--- src/rtl/branch_reservation_station.sv ---
// In-order reservation station for branch/jump ops: holds dispatched ops in a
// circular buffer, wakes operands from the CDB, and issues only the oldest entry.
module branch_reservation_station #(
  parameter int DEPTH = 4,
  parameter int TAG_W = 5
) (
  input  logic                         clk,
  input  logic                         reset,
  input  logic                         flush,
  input  logic                         dispatch_valid,
  output logic                         dispatch_ready,
  input  logic [4:0]                   dispatch_op,
  input  logic [4:0]                   dispatch_rd,
  input  logic [31:0]                  dispatch_pc,
  input  logic [31:0]                  dispatch_imm,
  input  logic                         dispatch_src1_rdy,
  input  logic                         dispatch_src2_rdy,
  input  logic [31:0]                  dispatch_src1,
  input  logic [31:0]                  dispatch_src2,
  input  logic [TAG_W-1:0]             dispatch_tag1,
  input  logic [TAG_W-1:0]             dispatch_tag2,
  input  logic                         cdb_valid,
  input  logic [TAG_W-1:0]             cdb_tag,
  input  logic [31:0]                  cdb_data,
  output logic                         issue_valid,
  input  logic                         issue_ready,
  output logic [105:0]                 issue_rs,
  output logic [31:0]                  issue_pc,
  output logic [$clog2(DEPTH+1)-1:0]   count
);

  localparam int PTR_W = $clog2(DEPTH);
  localparam int CNT_W = $clog2(DEPTH + 1);

  logic               busy_q   [DEPTH];
  logic               busy_d   [DEPTH];
  logic [4:0]         op_q     [DEPTH];
  logic [4:0]         op_d     [DEPTH];
  logic [4:0]         rd_q     [DEPTH];
  logic [4:0]         rd_d     [DEPTH];
  logic [31:0]        pc_q     [DEPTH];
  logic [31:0]        pc_d     [DEPTH];
  logic [31:0]        imm_q    [DEPTH];
  logic [31:0]        imm_d    [DEPTH];
  logic               s1_rdy_q [DEPTH];
  logic               s1_rdy_d [DEPTH];
  logic [TAG_W-1:0]   s1_tag_q [DEPTH];
  logic [TAG_W-1:0]   s1_tag_d [DEPTH];
  logic [31:0]        s1_val_q [DEPTH];
  logic [31:0]        s1_val_d [DEPTH];
  logic               s2_rdy_q [DEPTH];
  logic               s2_rdy_d [DEPTH];
  logic [TAG_W-1:0]   s2_tag_q [DEPTH];
  logic [TAG_W-1:0]   s2_tag_d [DEPTH];
  logic [31:0]        s2_val_q [DEPTH];
  logic [31:0]        s2_val_d [DEPTH];

  logic [PTR_W-1:0]   head_q, head_d;
  logic [PTR_W-1:0]   tail_q, tail_d;
  logic [CNT_W-1:0]   count_q, count_d;

  logic               dispatch_fire_s;
  logic               issue_fire_s;
  logic               disp_hit1_s;
  logic               disp_hit2_s;

  // Handshake and head-entry presentation, all from registered state.
  always_comb begin
    dispatch_ready  = (count_q < CNT_W'(DEPTH));
    issue_valid     = busy_q[head_q] && s1_rdy_q[head_q] && s2_rdy_q[head_q];
    issue_rs        = {op_q[head_q], rd_q[head_q], s1_val_q[head_q],
                       s2_val_q[head_q], imm_q[head_q]};
    issue_pc        = pc_q[head_q];
    count           = count_q;
    dispatch_fire_s = dispatch_valid && dispatch_ready;
    issue_fire_s    = issue_valid && issue_ready;
    disp_hit1_s     = cdb_valid && (cdb_tag == dispatch_tag1);
    disp_hit2_s     = cdb_valid && (cdb_tag == dispatch_tag2);
  end

  // Next-state: CDB wakeup, issue retire, dispatch write, then flush override.
  always_comb begin
    head_d  = head_q;
    tail_d  = tail_q;
    count_d = count_q;
    for (int i = 0; i < DEPTH; i++) begin
      busy_d[i]   = busy_q[i];
      op_d[i]     = op_q[i];
      rd_d[i]     = rd_q[i];
      pc_d[i]     = pc_q[i];
      imm_d[i]    = imm_q[i];
      s1_tag_d[i] = s1_tag_q[i];
      s2_tag_d[i] = s2_tag_q[i];
      if (busy_q[i] && !s1_rdy_q[i] && cdb_valid && (cdb_tag == s1_tag_q[i])) begin
        s1_rdy_d[i] = 1'b1;
        s1_val_d[i] = cdb_data;
      end else begin
        s1_rdy_d[i] = s1_rdy_q[i];
        s1_val_d[i] = s1_val_q[i];
      end
      if (busy_q[i] && !s2_rdy_q[i] && cdb_valid && (cdb_tag == s2_tag_q[i])) begin
        s2_rdy_d[i] = 1'b1;
        s2_val_d[i] = cdb_data;
      end else begin
        s2_rdy_d[i] = s2_rdy_q[i];
        s2_val_d[i] = s2_val_q[i];
      end
    end

    if (issue_fire_s) begin
      busy_d[head_q] = 1'b0;
      head_d         = head_q + PTR_W'(1);
    end else begin
      head_d         = head_q;
    end

    // A dispatched operand whose producer broadcasts this cycle is captured ready.
    if (dispatch_fire_s) begin
      busy_d[tail_q]   = 1'b1;
      op_d[tail_q]     = dispatch_op;
      rd_d[tail_q]     = dispatch_rd;
      pc_d[tail_q]     = dispatch_pc;
      imm_d[tail_q]    = dispatch_imm;
      s1_tag_d[tail_q] = dispatch_tag1;
      s2_tag_d[tail_q] = dispatch_tag2;
      s1_rdy_d[tail_q] = dispatch_src1_rdy || disp_hit1_s;
      s2_rdy_d[tail_q] = dispatch_src2_rdy || disp_hit2_s;
      s1_val_d[tail_q] = dispatch_src1_rdy ? dispatch_src1 : cdb_data;
      s2_val_d[tail_q] = dispatch_src2_rdy ? dispatch_src2 : cdb_data;
      tail_d           = tail_q + PTR_W'(1);
    end else begin
      tail_d           = tail_q;
    end

    case ({dispatch_fire_s, issue_fire_s})
      2'b10:   count_d = count_q + CNT_W'(1);
      2'b01:   count_d = count_q - CNT_W'(1);
      default: count_d = count_q;
    endcase

    if (flush) begin
      for (int i = 0; i < DEPTH; i++) begin
        busy_d[i] = 1'b0;
      end
      head_d  = '0;
      tail_d  = '0;
      count_d = '0;
    end else begin
      count_d = count_d;
    end
  end

  // Control state with synchronous reset.
  always_ff @(posedge clk) begin
    if (reset) begin
      head_q  <= '0;
      tail_q  <= '0;
      count_q <= '0;
      for (int i = 0; i < DEPTH; i++) begin
        busy_q[i] <= 1'b0;
      end
    end else begin
      head_q  <= head_d;
      tail_q  <= tail_d;
      count_q <= count_d;
      for (int i = 0; i < DEPTH; i++) begin
        busy_q[i] <= busy_d[i];
      end
    end
  end

  // Payload and operand state; only meaningful while the entry is busy.
  always_ff @(posedge clk) begin
    if (reset) begin
      for (int i = 0; i < DEPTH; i++) begin
        s1_rdy_q[i] <= 1'b0;
        s2_rdy_q[i] <= 1'b0;
      end
    end else begin
      for (int i = 0; i < DEPTH; i++) begin
        s1_rdy_q[i] <= s1_rdy_d[i];
        s2_rdy_q[i] <= s2_rdy_d[i];
      end
    end
    for (int i = 0; i < DEPTH; i++) begin
      op_q[i]     <= op_d[i];
      rd_q[i]     <= rd_d[i];
      pc_q[i]     <= pc_d[i];
      imm_q[i]    <= imm_d[i];
      s1_tag_q[i] <= s1_tag_d[i];
      s2_tag_q[i] <= s2_tag_d[i];
      s1_val_q[i] <= s1_val_d[i];
      s2_val_q[i] <= s2_val_d[i];
    end
  end

endmodule

--- config.mk ---
export PLATFORM = sky130hd
export DESIGN_NAME = branch_reservation_station
export DESIGN_NICKNAME = d
export VERILOG_FILES = /design/src/rtl/branch_reservation_station.sv
export SDC_FILE = /design/constraint.sdc
export NUM_CORES = 1
export LEC_CHECK = 0
export BUFFER_PORTS_ARGS = -buffer_cell sky130_fd_sc_hd__buf_2
export CAP_MARGIN = 10
export CORE_AREA = 2 2 229 231
export DETAILED_ROUTE_END_ITERATION = 8
export DIE_AREA = 0 0 231 233
export PLACE_DENSITY = 0.7
export SETUP_SLACK_MARGIN = 0.5
export SLEW_MARGIN = 20
export SYNTH_ARGS = -nofsm -noshare
export SYNTH_HDL_FRONTEND = slang
export SYNTH_SLANG_ARGS = --single-unit
--- constraint.sdc ---
create_clock -name clk -period 8.6 [get_ports clk]
set_clock_uncertainty 0.05 [all_clocks]
set_input_delay 0.43 -clock clk [delete_from_list [all_inputs] [get_ports clk]]
set_output_delay 0.43 -clock clk [all_outputs]
set_load 0.03 [all_outputs]
Word level (Yosys, flattened, before mapping) --
Memories as Yosys holds them, arrays and structs flattened. A register that Yosys moved wholly into a read port is not among the register bits. Index checks and enable logic that the tools add are counted.
Cells by class: $add $sub $neg 4, magnitude comparators 5, equal/unequal tests 12, multiplexer cells 83, bitwise operators 17, reduce and logical (&&, ||, !) cells 44
Operators by type and width (count):
- $bwmux 128 | 4
- $mux 128 | 4
- $mux 32 | 11
- $bwmux 20 | 4
- $mux 20 | 4
- $demux 32 s2 | 1
- $eq 5x5->1 | 10
- $mux 2 | 18
- $logic_and 1x1->1 | 32
- $mux 1 | 25
- $mux 4 | 5
- $or 1x1->1 | 12
- $demux 5 s2 | 1
- $bwmux 4 | 2
- $logic_not 1->1 | 8
- $ge 3x3->1 const B | 2
- $lt 3x1->1 const B | 2
- $not 2->3 | 2
- $pmux 3 s2 | 1
- $mux 5 | 1
- $add 2x1->2 const B | 2
- $and 4x4->4 | 1
- $demux 1 s2 | 2
- $not 4->4 | 1
- other kinds (9) | 10
Word-level totals: register bits 7, RAM bits 604, memories 11
Memory list:
- imm_q | depth 4, width 32, rd ports 5, clocked after Yosys merged registers in 1, wr ports 4, line 43 | logic [31:0] imm_q [DEPTH];
- pc_q | depth 4, width 32, rd ports 5, clocked after Yosys merged registers in 1, wr ports 4, line 41 | logic [31:0] pc_q [DEPTH];
- s1_val_q | depth 4, width 32, rd ports 5, clocked after Yosys merged registers in 1, wr ports 4, line 49 | logic [31:0] s1_val_q [DEPTH];
- s2_val_q | depth 4, width 32, rd ports 5, clocked after Yosys merged registers in 1, wr ports 4, line 55 | logic [31:0] s2_val_q [DEPTH];
- op_q | depth 4, width 5, rd ports 5, clocked after Yosys merged registers in 1, wr ports 4, line 37 | logic [4:0] op_q [DEPTH];
- rd_q | depth 4, width 5, rd ports 5, clocked after Yosys merged registers in 1, wr ports 4, line 39 | logic [4:0] rd_q [DEPTH];
- +5 memories

Longest topological paths before layout --
Gate-level depths: netlist of the first run.
depth after elaboration 12, gate-level depth with buffers 10

Least setup slack after synthesis of the first run --
Ideal clock, no wire load.
path kind register -> register, start reg count_q[2] (netlist: count[2]), end mem s2_val_q[2][31], setup time 0.119 ns, data arrival time 3.633 ns, required time 8.431 ns, setup slack 4.798 ns, cell stages (with the launch flop) 6, period minus slack after synthesis 3.802 ns, cells stage by stage dfxtp_1 -> nand3b_1 -> clkinv_1 -> a21o_1 -> buf_2 -> o221a_2
RTL lines:
- from (decl) | line 60 | logic [CNT_W-1:0] count_q, count_d;
- from (signal assigned) | line 165 | count_q <= count_d;
- to (decl) | line 55

==> results of run 1 <==
==> path summary, 6_finish.rpt <==
check,start,endpoint,slack (ps),depth (start not counted)
worst max-delay path,flop,issue_rs[15],4960,4
worst min register to register,s2_val_q[3][16],s2_val_q[3][16],470,1
worst min-delay path,dispatch_tag2[4],s2_tag_q[1][4],30,1
worst max register to register,tail_q[0],s1_val_q[3][24],5360,7
==> timing repair <==
item                                   in CTS  in global routing
endpoints found under the hold margin     304                  0
hold buffers                               76                  0
resized for setup                           0                  0
==> logic make-up after synthesis <==
group / count (synthesis)
muxes: 142
adders and majority gates: 10
buffers and inverters: 159
and+or+nand+nor: 325
DFF: 613
AOI/OAI and AO/OA: 298
xor gates and xnor gates: 53
==> placed cells by master, fill, tap and decap left out, drive strengths merged, types with 2 or more instances in the layout <==
master         n
nand4          4
or2          260
xor2          38
nor2          17
a21oi          2
o31a           3
a31oi         11
clkbuf        91
nand3b         4
nor3           6
clkinv        27
inv           11
ha             9
buf          366
or3            4
diode          9
o221a        256
a211oi        10
a221oi         3
xnor2         15
dlygate4sd3   76
nand2         15
o21ai          8
dfxtp        277
nand2b         3
a21o           5
edfxtp       336
nor4           7
mux2           2
mux2i          2
mux4         138
bufinv         3
==> metrics by stage <==
| step | instances | total power (W) |
|---|---|---|
| 2_1_floorplan | 1600 | 0.004140 |
| 5_1_grt | 2702 | 0.007467 |
| 4_1_cts | 2695 | 0.007259 |
| 3_3_place_gp | 2498 | 0.004395 |
| 6_report | 2705 | 0.007234 |
| 3_5_place_dp | 2498 | 0.004424 |
==> power by group through the flow <==
| stage | Combinational [W] | Clock [W] | Sequential [W] |
|---|---|---|---|
| 5_1_grt | 0.000909 | 0.00298 | 0.00358 |
| 4_1_cts | 0.000854 | 0.00286 | 0.00355 |
| 3_3_place_gp | 0.000797 | 0 | 0.00360 |
| 6_report | 0.000859 | 0.00282 | 0.00356 |
| 3_5_place_dp | 0.000819 | 0 | 0.00361 |
| 2_1_floorplan | 0.000589 | 0 | 0.00355 |
==> layout make-up <==
class	count	area (um^2)
Timing Repair Buffer	442	2694
Clock buffer	91	1817
Clock inverter	30	356.6
Multi-Input combinational cell	828	9061
Sequential cell	613	15640
Tap cell	680	850.8
Antenna cell	9	22.52
Fill cell	3894	20600
Inverter	12	50.05
==> routing by layer <==
| layer | wire, um | part of all wire (%) | up-vias | track usage [%] |
|---|---|---|---|---|
| met5 | 112 | 0.16 | - | 0 |
| met4 | 1834 | 2.6 | 18 | 8.327 |
| met3 | 6847 | 9.6 | 149 | 8.578 |
| met2 | 34160 | 48 | 792 | 42.70 |
| met1 | 28230 | 40 | 8443 | 33.64 |
| li1 | - | - | 7120 | - |
==> sequential cells by signal, summed over array words and instances, names as in the netlist, named ones only <==
| name | count |
|---|---|
| imm_q | 128 |
| pc_q | 128 |
| s1_val_q | 128 |
| s2_val_q | 128 |
| op_q | 20 |
| rd_q | 20 |
| s1_tag_q | 20 |
| s2_tag_q | 20 |
| busy_q | 4 |
| s1_rdy_q | 4 |
| s2_rdy_q | 4 |
| count | 3 |
| head_q | 2 |
| tail_q | 2 |
==> flow_summary_export.csv, run 1 <==
group,metric,value,unit
status,outcome,"completed",
clock_network,tritoncts,"yes",
power,clkPwrFrac,39.0,%
power,p_per_area,237.2,mW/mm^2
synth,synth_top_area_share,39.78,%
synth,syn_nets,1803,
setup_path,worstPathRequired,8120,ps
synth,ys_top_cells_by_count,"edfxtp_1 (336), dfxtp_1 (277), or2_2 (260), o221a_1 (160), mux4_2 (138)",
setup_path,crit_chain,"buf_16, buf_4, mux4_2, buf_2",
place,placed_area,0.02751,mm^2
power,vdd_drop_max,0.0002451,V
place,dp_hpwl,42310,um
clock_network,post-cts-setup-buffers,0,
global_route,antenna_found_initial,17,
sta,hold_viol,0,
setup_path,cp_num_buf_inv,3,
global_route,grt_use_total,26.34,%
run,maxCapViolCount,0,
min_path,min-delay-path-class,"in -> reg",
sta,min_period,3637,ps
synth,synth_top_family_by_area,"compound AO/OA/AOI/OAI gates",
setup_path,critical_path_arrival,3160,ps
clock_network,clock_latency,620,ps
setup_path,critPathTopFamily,"buffers and inverters",
synth,synthXorXnorAreaFrac,1.830,%
setup_path,critPathMaxFanout,45,
power,switchingPower,0.001807,W
global_route,grt_pass1_vias,16990,
synth,avgSynthCellArea,15.85,um^2
synth,synth_edf_count,336,
synth,synthMuxAreaShare,12.42,%
sta,layout_setup_ws,4963,ps
synth,synthFlopType,"edfxtp_1",
cells_and_area,finalNetCount,2167,
cells_and_area,fin_area,0.03049,mm^2
global_route,grt_overflow_total,0,
die,core_area,0.05109,mm^2
power,combPwrFrac,11.9,%
cells_and_area,utilization,59.68,%
synth,synth_area_leader_cell,"edfxtp_1",
clock_network,numCtsBuffers,67,
synth,synth_area_leaders,"edfxtp_1 (40%), dfxtp_1 (22%), mux4_2 (12%)",
power,power.internal,0.005427,W
global_route,grt_max_degree,67,
setup_path,cp_slowest_stage_delay,760,ps
synth,async_flop_share,0,%
route,drt_iter0_markers,1517,
place,gp_congestion,0.8174,
sta,finalMaxSlewViolations,0,
synth,synth_warnings,0,
cells_and_area,drive_gt1_share,48.81,%
sta,setup_tns,0,ps
route,drcViolationCount,0,
die,die_w,231,um
route,ant_nets,0,
power,p_sw_share,24.98,%
die,row_count,83,
route,wl_per_cell,26.32,um
setup_path,path_class,"reg -> out",
cells_and_area,area.growth.synth_to_final,20.22,%
route,routed_wl,71190,um
sta,max-slew-margin-rel,35.40,%
synth,syn-instance-count,1600,
setup_path,cp_slowest_cell,"buf_4",
die,die_h,233,um
clock_network,cts_max_level,3,
synth,yosysMostFrequentCell,"edfxtp_1",
synth,syn-cell-area,0.02536,mm^2
sta,rsz0062_at_grt,"false",
synth,yosys.area_share.simple,7.932,%
synth,synth_compound_area_share,12.63,%
synth,synth-seq-cells,613,
setup_path,worst_setup_path_start_kind,"flop",
synth,synthAdderAreaFrac,0.5229,%
place,portBuffers,335,
clock_network,cts_root_buffer,"clkbuf_16",
die,initial_core_util,49.64,%
sta,fmax,274.9,MHz
clock_network,cts.path.max_buffers,3,
global_route,grt_pass1_wl,106400,um
place,post-place-ws,5147,ps
route,vias,16520,
sta,setup_viol,0,
route,dr.pass1.iters,5,
power,seqPwrFrac,49.2,%
clock_network,clk_pin_slew,60,ps
die,num_io_pins,336,
route,vias_per_cell,6.108,
power,p_leak,10.48,nW
sta,min_period_over_period,42.29,%
synth,yosysSeqAreaShare,61.64,%
sta,tightest_slew,968.9,ps
synth,synth_cell_types,43,
setup_path,crit_path_end_kind,"output pin",
sta,worst_hold_slack,34.78,ps
die,fp.dieArea,0.05382,mm^2
clock_network,clock-sinks,613,
(Power assumes the default switching activity.)
==> run 2, diff against run 1 <==
--- a/config.mk
+++ b/config.mk
@@ -10,7 +10,7 @@
 export CORE_AREA = 2 2 229 231
 export DETAILED_ROUTE_END_ITERATION = 8
 export DIE_AREA = 0 0 231 233
-export PLACE_DENSITY = 0.7
+export PLACE_DENSITY = 0.73
 export SETUP_SLACK_MARGIN = 0.5
 export SLEW_MARGIN = 20
 export SYNTH_ARGS = -nofsm -noshare
==> constraint.sdc (replaced) <==
create_clock -name clk -period 3 [get_ports clk]
set_clock_uncertainty 0.05 [all_clocks]
set_input_delay 0.15 -clock clk [delete_from_list [all_inputs] [get_ports clk]]
set_output_delay 0.15 -clock clk [all_outputs]
set_load 0.03 [all_outputs]
==> run 2 against run 1 <==
- register-to-register slack lost 4700 ps
- cell count is 4.7% higher
- clock power increased to 3.0 times the previous value
- via count is 4.0% higher
- wire length rose by 6.6%
- die area unchanged
- largest power group unchanged
- core utilization increased by 3.0 points
- sequential cell count is the same
- final area is 5.1% higher
- sequential power rose to 2.9 times the previous value
==> flow_summary_export.csv, run 2 (synthesized netlist as in run 1, its figures left out) <==
group,metric,value,unit
place,gp_congestion,0.8027,
power,total_power,0.02122,W
setup_path,worst_setup_path_start_kind,"flop",
sta,finalMaxSlewViolations,0,
route,routed_wl,75900,um
die,core_area,0.05109,mm^2
clock_network,tritoncts,"yes",
clock_network,clk_pin_slew,60,ps
sta,fmax,410.3,MHz
cells_and_area,finalNetCount,2293,
die,num_io_pins,336,
setup_path,reg2regPathDepth,10,
sta,min_period,2437,ps
clock_network,numCtsBuffers,66,
sta,min_period_over_period,81.25,%
global_route,grt_use_total,27.24,%
die,die_w,231,um
min_path,worstHoldEndpoint,"tail_q[1]",
clock_network,clock-sinks,613,
die,die_h,233,um
sta,hold_viol,0,
power,vdd_drop_max,0.0006634,V
min_path,min-delay-path-class,"in -> reg",
route,vias,17190,
setup_path,critPathMaxFanout,22,
cells_and_area,drive_gt1_share,47.43,%
die,fp.dieArea,0.05382,mm^2
cells_and_area,final_cell_mix,"edfxtp_1 (336), buf_2 (335), dfxtp_1 (275), or2_2 (260), dlygate4sd3_1 (182)",
global_route,grt_overflow_total,0,
sta,rsz0062_at_grt,"true",
run,maxCapViolCount,0,
setup_path,crit_chain,"buf_12, clkbuf_8, mux4_2, buf_2",
setup_path,worstPathRequired,2800,ps
setup_path,critical_path_arrival,2240,ps
route,wl_per_cell,26.80,um
route,vias_per_cell,6.069,
global_route,grt_pass1_vias,17840,
clock_network,cts_root_buffer,"clkbuf_16",
sta,setup_viol,0,
place,portBuffers,335,
die,row_count,83,
cells_and_area,area.growth.synth_to_final,26.37,%
place,post-place-ws,584.4,ps
status,outcome,"completed",
setup_path,cp_slowest_cell,"mux4_2",
setup_path,path_class,"reg -> out",
setup_path,cp_slowest_stage_delay,560,ps
sta,tightest_slew,680.5,ps
sta,setup_tns,0,ps
sta,layout_setup_ws,562.6,ps
setup_path,r2r_slack,630,ps
route,drcViolationCount,0,
setup_path,crit_path_end_kind,"output pin",
cells_and_area,utilization,62.73,%
global_route,antenna_found_initial,12,
power,p_leak,11.15,nW
min_path,holdPathStages,4,
die,initial_core_util,49.64,%
route,drt_iter0_markers,1692,
clock_network,cts_max_level,3,
global_route,grt_pass1_wl,110300,um
route,dr.pass1.iters,5,
sta,max-slew-margin-rel,54.29,%
clock_network,clock_latency,610,ps
setup_path,r2r-end,"count[2]",
cells_and_area,final_common_cell,"edfxtp_1",
place,dp_hpwl,41550,um
power,p_per_area,662.0,mW/mm^2
route,ant_nets,0,
min_path,hp-start,"dispatch_valid",
clock_network,cts.path.max_buffers,3,
global_route,grt_max_degree,89,
-- run 2: changes by cell type in the layout (fill, tap and decap cells not counted), moves of 2 or more --
cell,before,now
bufinv_16,3,6
clkinvlp_4,1,5
clkinv_16,4,1
clkbuf_1,19,8
buf_16,1,4
buf_12,0,8
buf_4,29,32
clkbuf_16,67,72
inv_16,1,3
dlygate4sd3_1,76,182
o21ai_4,3,0
o21ai_2,0,3
clkbuf_8,5,9
-- run 2: per-stage QoR --
| step | cells | instance area (um^2) | hold WS, ps |
|---|---|---|---|
| after floorplan | 1600 | 25380 | 198.9 |
| after global placement | 2503 | 27600 | 308.5 |
| after detailed placement | 2503 | 27600 | 315.8 |
| after CTS | 2810 | 31810 | 6.042 |
| after global routing | 2828 | 32040 | 34.77 |
| final | 2832 | 32050 | 21.44 |
-- run 2: how the worst max path moves through the flow --
stage,depth (start not counted),to,startpoint
6_report,4,issue_rs[101],flop
5_1_grt,4,issue_pc[9],flop
4_1_cts,3,issue_pc[27],flop
3_5_place_dp,9,count[2],flop
3_3_place_gp,9,count[2],flop
2_1_floorplan,10,count[2],flop
-- run 2: routing by layer --
| metal | up-vias | global-route usage [%] | part of all wire [%] |
|---|---|---|---|
| met5 | - | 0 | 0.054 |
| met4 | 6 | 10.67 | 3.3 |
| met3 | 166 | 8.174 | 9.6 |
| met2 | 901 | 44.38 | 48 |
| met1 | 8731 | 34.22 | 39 |
| li1 | 7383 | - | - |
-- run 2: layout make-up --
class	instances	area (um^2)
Timing Repair Buffer	569	4184
Multi-Input combinational cell	828	9044
Clock inverter	37	424.2
Sequential cell	613	15640
Inverter	12	53.80
Tap cell	680	850.8
Fill cell	3660	19040
Clock buffer	83	1828
Antenna cell	10	25.02
-- run 2: power breakdown --
part / internal [W] / switching (W)
combinational: 0.00132 / 0.00130
sequential: 0.00973 / 0.000447
clock: 0.00491 / 0.00351
total: 0.0160 / 0.00525
-- run 2: timing repair --
| item | in CTS | in global routing |
|---|---|---|
| gates cloned | 3 | 4 |
| gates resized for setup | 7 | 7 |
| endpoints found under the setup margin | 131 | 112 |
| pin swaps | 0 | 2 |
| setup buffers | 2 | 8 |
| hold buffers | 182 | 0 |
| endpoints found under the hold margin | 611 | 0 |
-- run 2: worst max-delay path, delay by kind of cell, from the launching register on --
family / cells / cell delay, ps
DFF: 1 / 400
buffers and inverters: 3 / 630
muxes: 1 / 560
==> run 3, diff against run 2 <==
==> constraint.sdc (replaced) <==
create_clock -name clk -period 2.13 [get_ports clk]
set_clock_uncertainty 0.05 [all_clocks]
set_input_delay 0.1065 -clock clk [delete_from_list [all_inputs] [get_ports clk]]
set_output_delay 0.1065 -clock clk [all_outputs]
set_load 0.03 [all_outputs]
==> run 3 against run 2 <==
- the run now ends with setup timing left
- sequential share of layout area is 6.9 points lower
- core utilization is 10 points higher
- die area unchanged
- global-route usage is 4.4 points higher
- final area grew 16%
- wire length increased by 32%
- first-iteration DRC count up 39%
- combinational power increased by 91%
- non-clock buffer count rose by 198
- clock power up 44%
==> flow_summary_export.csv, run 3 (synthesized netlist as in run 1, its figures left out) <==
group,metric,value,unit
sta,rsz0062_at_grt,"true",
sta,min_period_over_period,111.2,%
clock_network,tritoncts,"yes",
status,outcome,"finished, violations left",
power,p_sw_share,26.01,%
route,drt_iter0_markers,2346,
setup_path,reg2regPathDepth,10,
setup_path,crit_path_end_kind,"output pin",
route,drcViolationCount,0,
setup_path,cp_slowest_cell,"mux4_2",
sta,hold_viol,0,
die,die_w,231,um
power,power.internal,0.02331,W
status,violations,"setup timing",
cells_and_area,final_common_cell,"edfxtp_1",
setup_path,crit_chain,"buf_12, clkbuf_16, mux4_2, buf_6",
setup_path,r2r-end,"count[2]",
global_route,grt_pass1_vias,19460,
clock_network,clock_latency,620,ps
die,num_io_pins,336,
die,row_count,83,
route,wl_per_cell,33.00,um
die,fp.dieArea,0.05382,mm^2
power,p_leak,13.61,nW
setup_path,cp_num_buf_inv,3,
clock_network,clock-sinks,613,
power,total_power,0.03150,W
power,vdd_drop_max,0.0008389,V
clock_network,cts_max_level,3,
sta,min_period,2369,ps
place,post-place-ws,-94.36,ps
clock_network,clk_pin_slew,60,ps
clock_network,cts_root_buffer,"clkbuf_16",
cells_and_area,area.growth.synth_to_final,47.19,%
setup_path,critical_path_arrival,2210,ps
place,gp_congestion,0.8276,
setup_path,path_depth,4,
setup_path,worst_setup_path_start_kind,"flop",
sta,finalMaxSlewViolations,0,
setup_path,critPathTopFamily,"buffers and inverters",
sta,layout_setup_ws,-238.7,ps
global_route,grt_overflow_total,0,
power,seqPwrFrac,45.8,%
setup_path,path_class,"reg -> out",
sta,max-slew-margin-rel,52.65,%
place,portBuffers,335,
cells_and_area,finalNetCount,2498,
die,initial_core_util,49.64,%
sta,setup_viol,178,
route,dr.pass1.iters,6,
cells_and_area,drive_gt1_share,53.17,%
cells_and_area,fill_cells,2940,
setup_path,worstPathRequired,1970,ps
setup_path,critPathMaxFanout,11,
power,p_per_area,843.9,mW/mm^2
global_route,grt_use_total,31.68,%
route,vias,19680,
cells_and_area,final_cell_mix,"edfxtp_1 (336), dfxtp_1 (273), or2_2 (209), buf_2 (196), dlygate4sd3_1 (183)",
run,maxCapViolCount,0,
global_route,grt_max_degree,90,
die,core_area,0.05109,mm^2
sta,fmax,422.2,MHz
power,switchingPower,0.008193,W
setup_path,r2r_slack,-220,ps
min_path,min-delay-path-class,"in -> reg",
global_route,antenna_found_initial,9,
power,combPwrFrac,15.9,%
setup_path,cp_slowest_stage_delay,550,ps
setup_path,crit_path_end,"issue_rs[19]",
route,routed_wl,100100,um
place,dp_hpwl,42120,um
power,clkPwrFrac,38.3,%
global_route,grt_pass1_wl,125700,um
clock_network,numCtsBuffers,68,
die,die_h,233,um
route,ant_nets,0,
route,vias_per_cell,6.491,
clock_network,cts.path.max_buffers,3,
sta,tightest_slew,706.9,ps
==> run 3: cell types whose count changed in the layout (fill, tap and decap cells not counted), sizes merged <==
cell         previous run  this run
buf                   380       543
bufbuf                  1         3
clkbuf                 89       124
clkinvlp                5         3
diode                  10         5
dlygate4sd3           182       183
inv                    12        14
o31a                    3         7
==> run 3: per-layer routing <==
layer | routed length [um] | track usage, % | up-vias
li1 | - | - | 7831
met1 | 34560 | 37.69 | 9849
met2 | 48470 | 53.44 | 1608
met3 | 11140 | 8.860 | 384
met4 | 5812 | 14.68 | 10
met5 | 66 | 0 | -
==> run 3: how the worst min path moves through the flow <==
stage	startpoint	to	slack, ps	cells after the start
after CTS	issue_ready	busy_q[0]	30	4
after global placement	dispatch_pc[24]	pc_q[0][24]	270	1
after detailed placement	dispatch_pc[24]	pc_q[2][24]	270	1
final	issue_ready	busy_q[1]	50	4
after global routing	issue_ready	busy_q[1]	30	4
after floorplan	dispatch_imm[0]	imm_q[0][0]	160	0
==> run 3: cell type report <==
class,count,area (um^2),share of cell area [%]
flip-flops and latches,613,15650,41.91
inverters,12,87.58,0.2346
diodes,5,12.51,0.03351
multi-input cells,832,9771,26.17
well taps,680,850.8,2.279
repair buffers,767,8716,23.35
clock inverters,36,404.1,1.083
repair inverters,1,16.27,0.04357
clock buffers,86,1831,4.903
==> run 3: what timing repair did <==
item,CTS,global route
gates resized for setup,356,217
endpoints found under the hold margin,611,0
cloned,36,55
pin swaps,16,29
hold buffers,183,0
setup endpoints to repair,731,734
buffers inserted,47,54
==> run 3: tightest hold or removal path, stage by stage <==
cell and delay, ps:
buf_2 110, nor3b_4 150, buf_4 160, a31oi_1 160
==> run 3: stage by stage <==
step | setup TNS (ps) | utilization (%) | area (um^2) | instances | hold WS [ps]
final | -25850 | 73.07 | 37330 | 3032 | 49.77
after floorplan | -13040 | - | 25420 | 1600 | 155.4
after detailed placement | -94.36 | 55.00 | 28100 | 2530 | 272.8
after global routing | -33640 | 73.06 | 37330 | 3030 | 29.69
after CTS | -22850 | 68.10 | 34800 | 2918 | 31.86
after global placement | -110.1 | 55.00 | 28100 | 2530 | 266.0
==> run 3: power by group through the flow <==
stage | Sequential [W] | Combinational, W | Clock (W)
after floorplan | 0.0143 | 0.00239 | 0
after global placement | 0.0144 | 0.00328 | 0
final | 0.0144 | 0.00500 | 0.0121
after CTS | 0.0143 | 0.00427 | 0.0119
after detailed placement | 0.0145 | 0.00339 | 0
after global routing | 0.0145 | 0.00513 | 0.0126
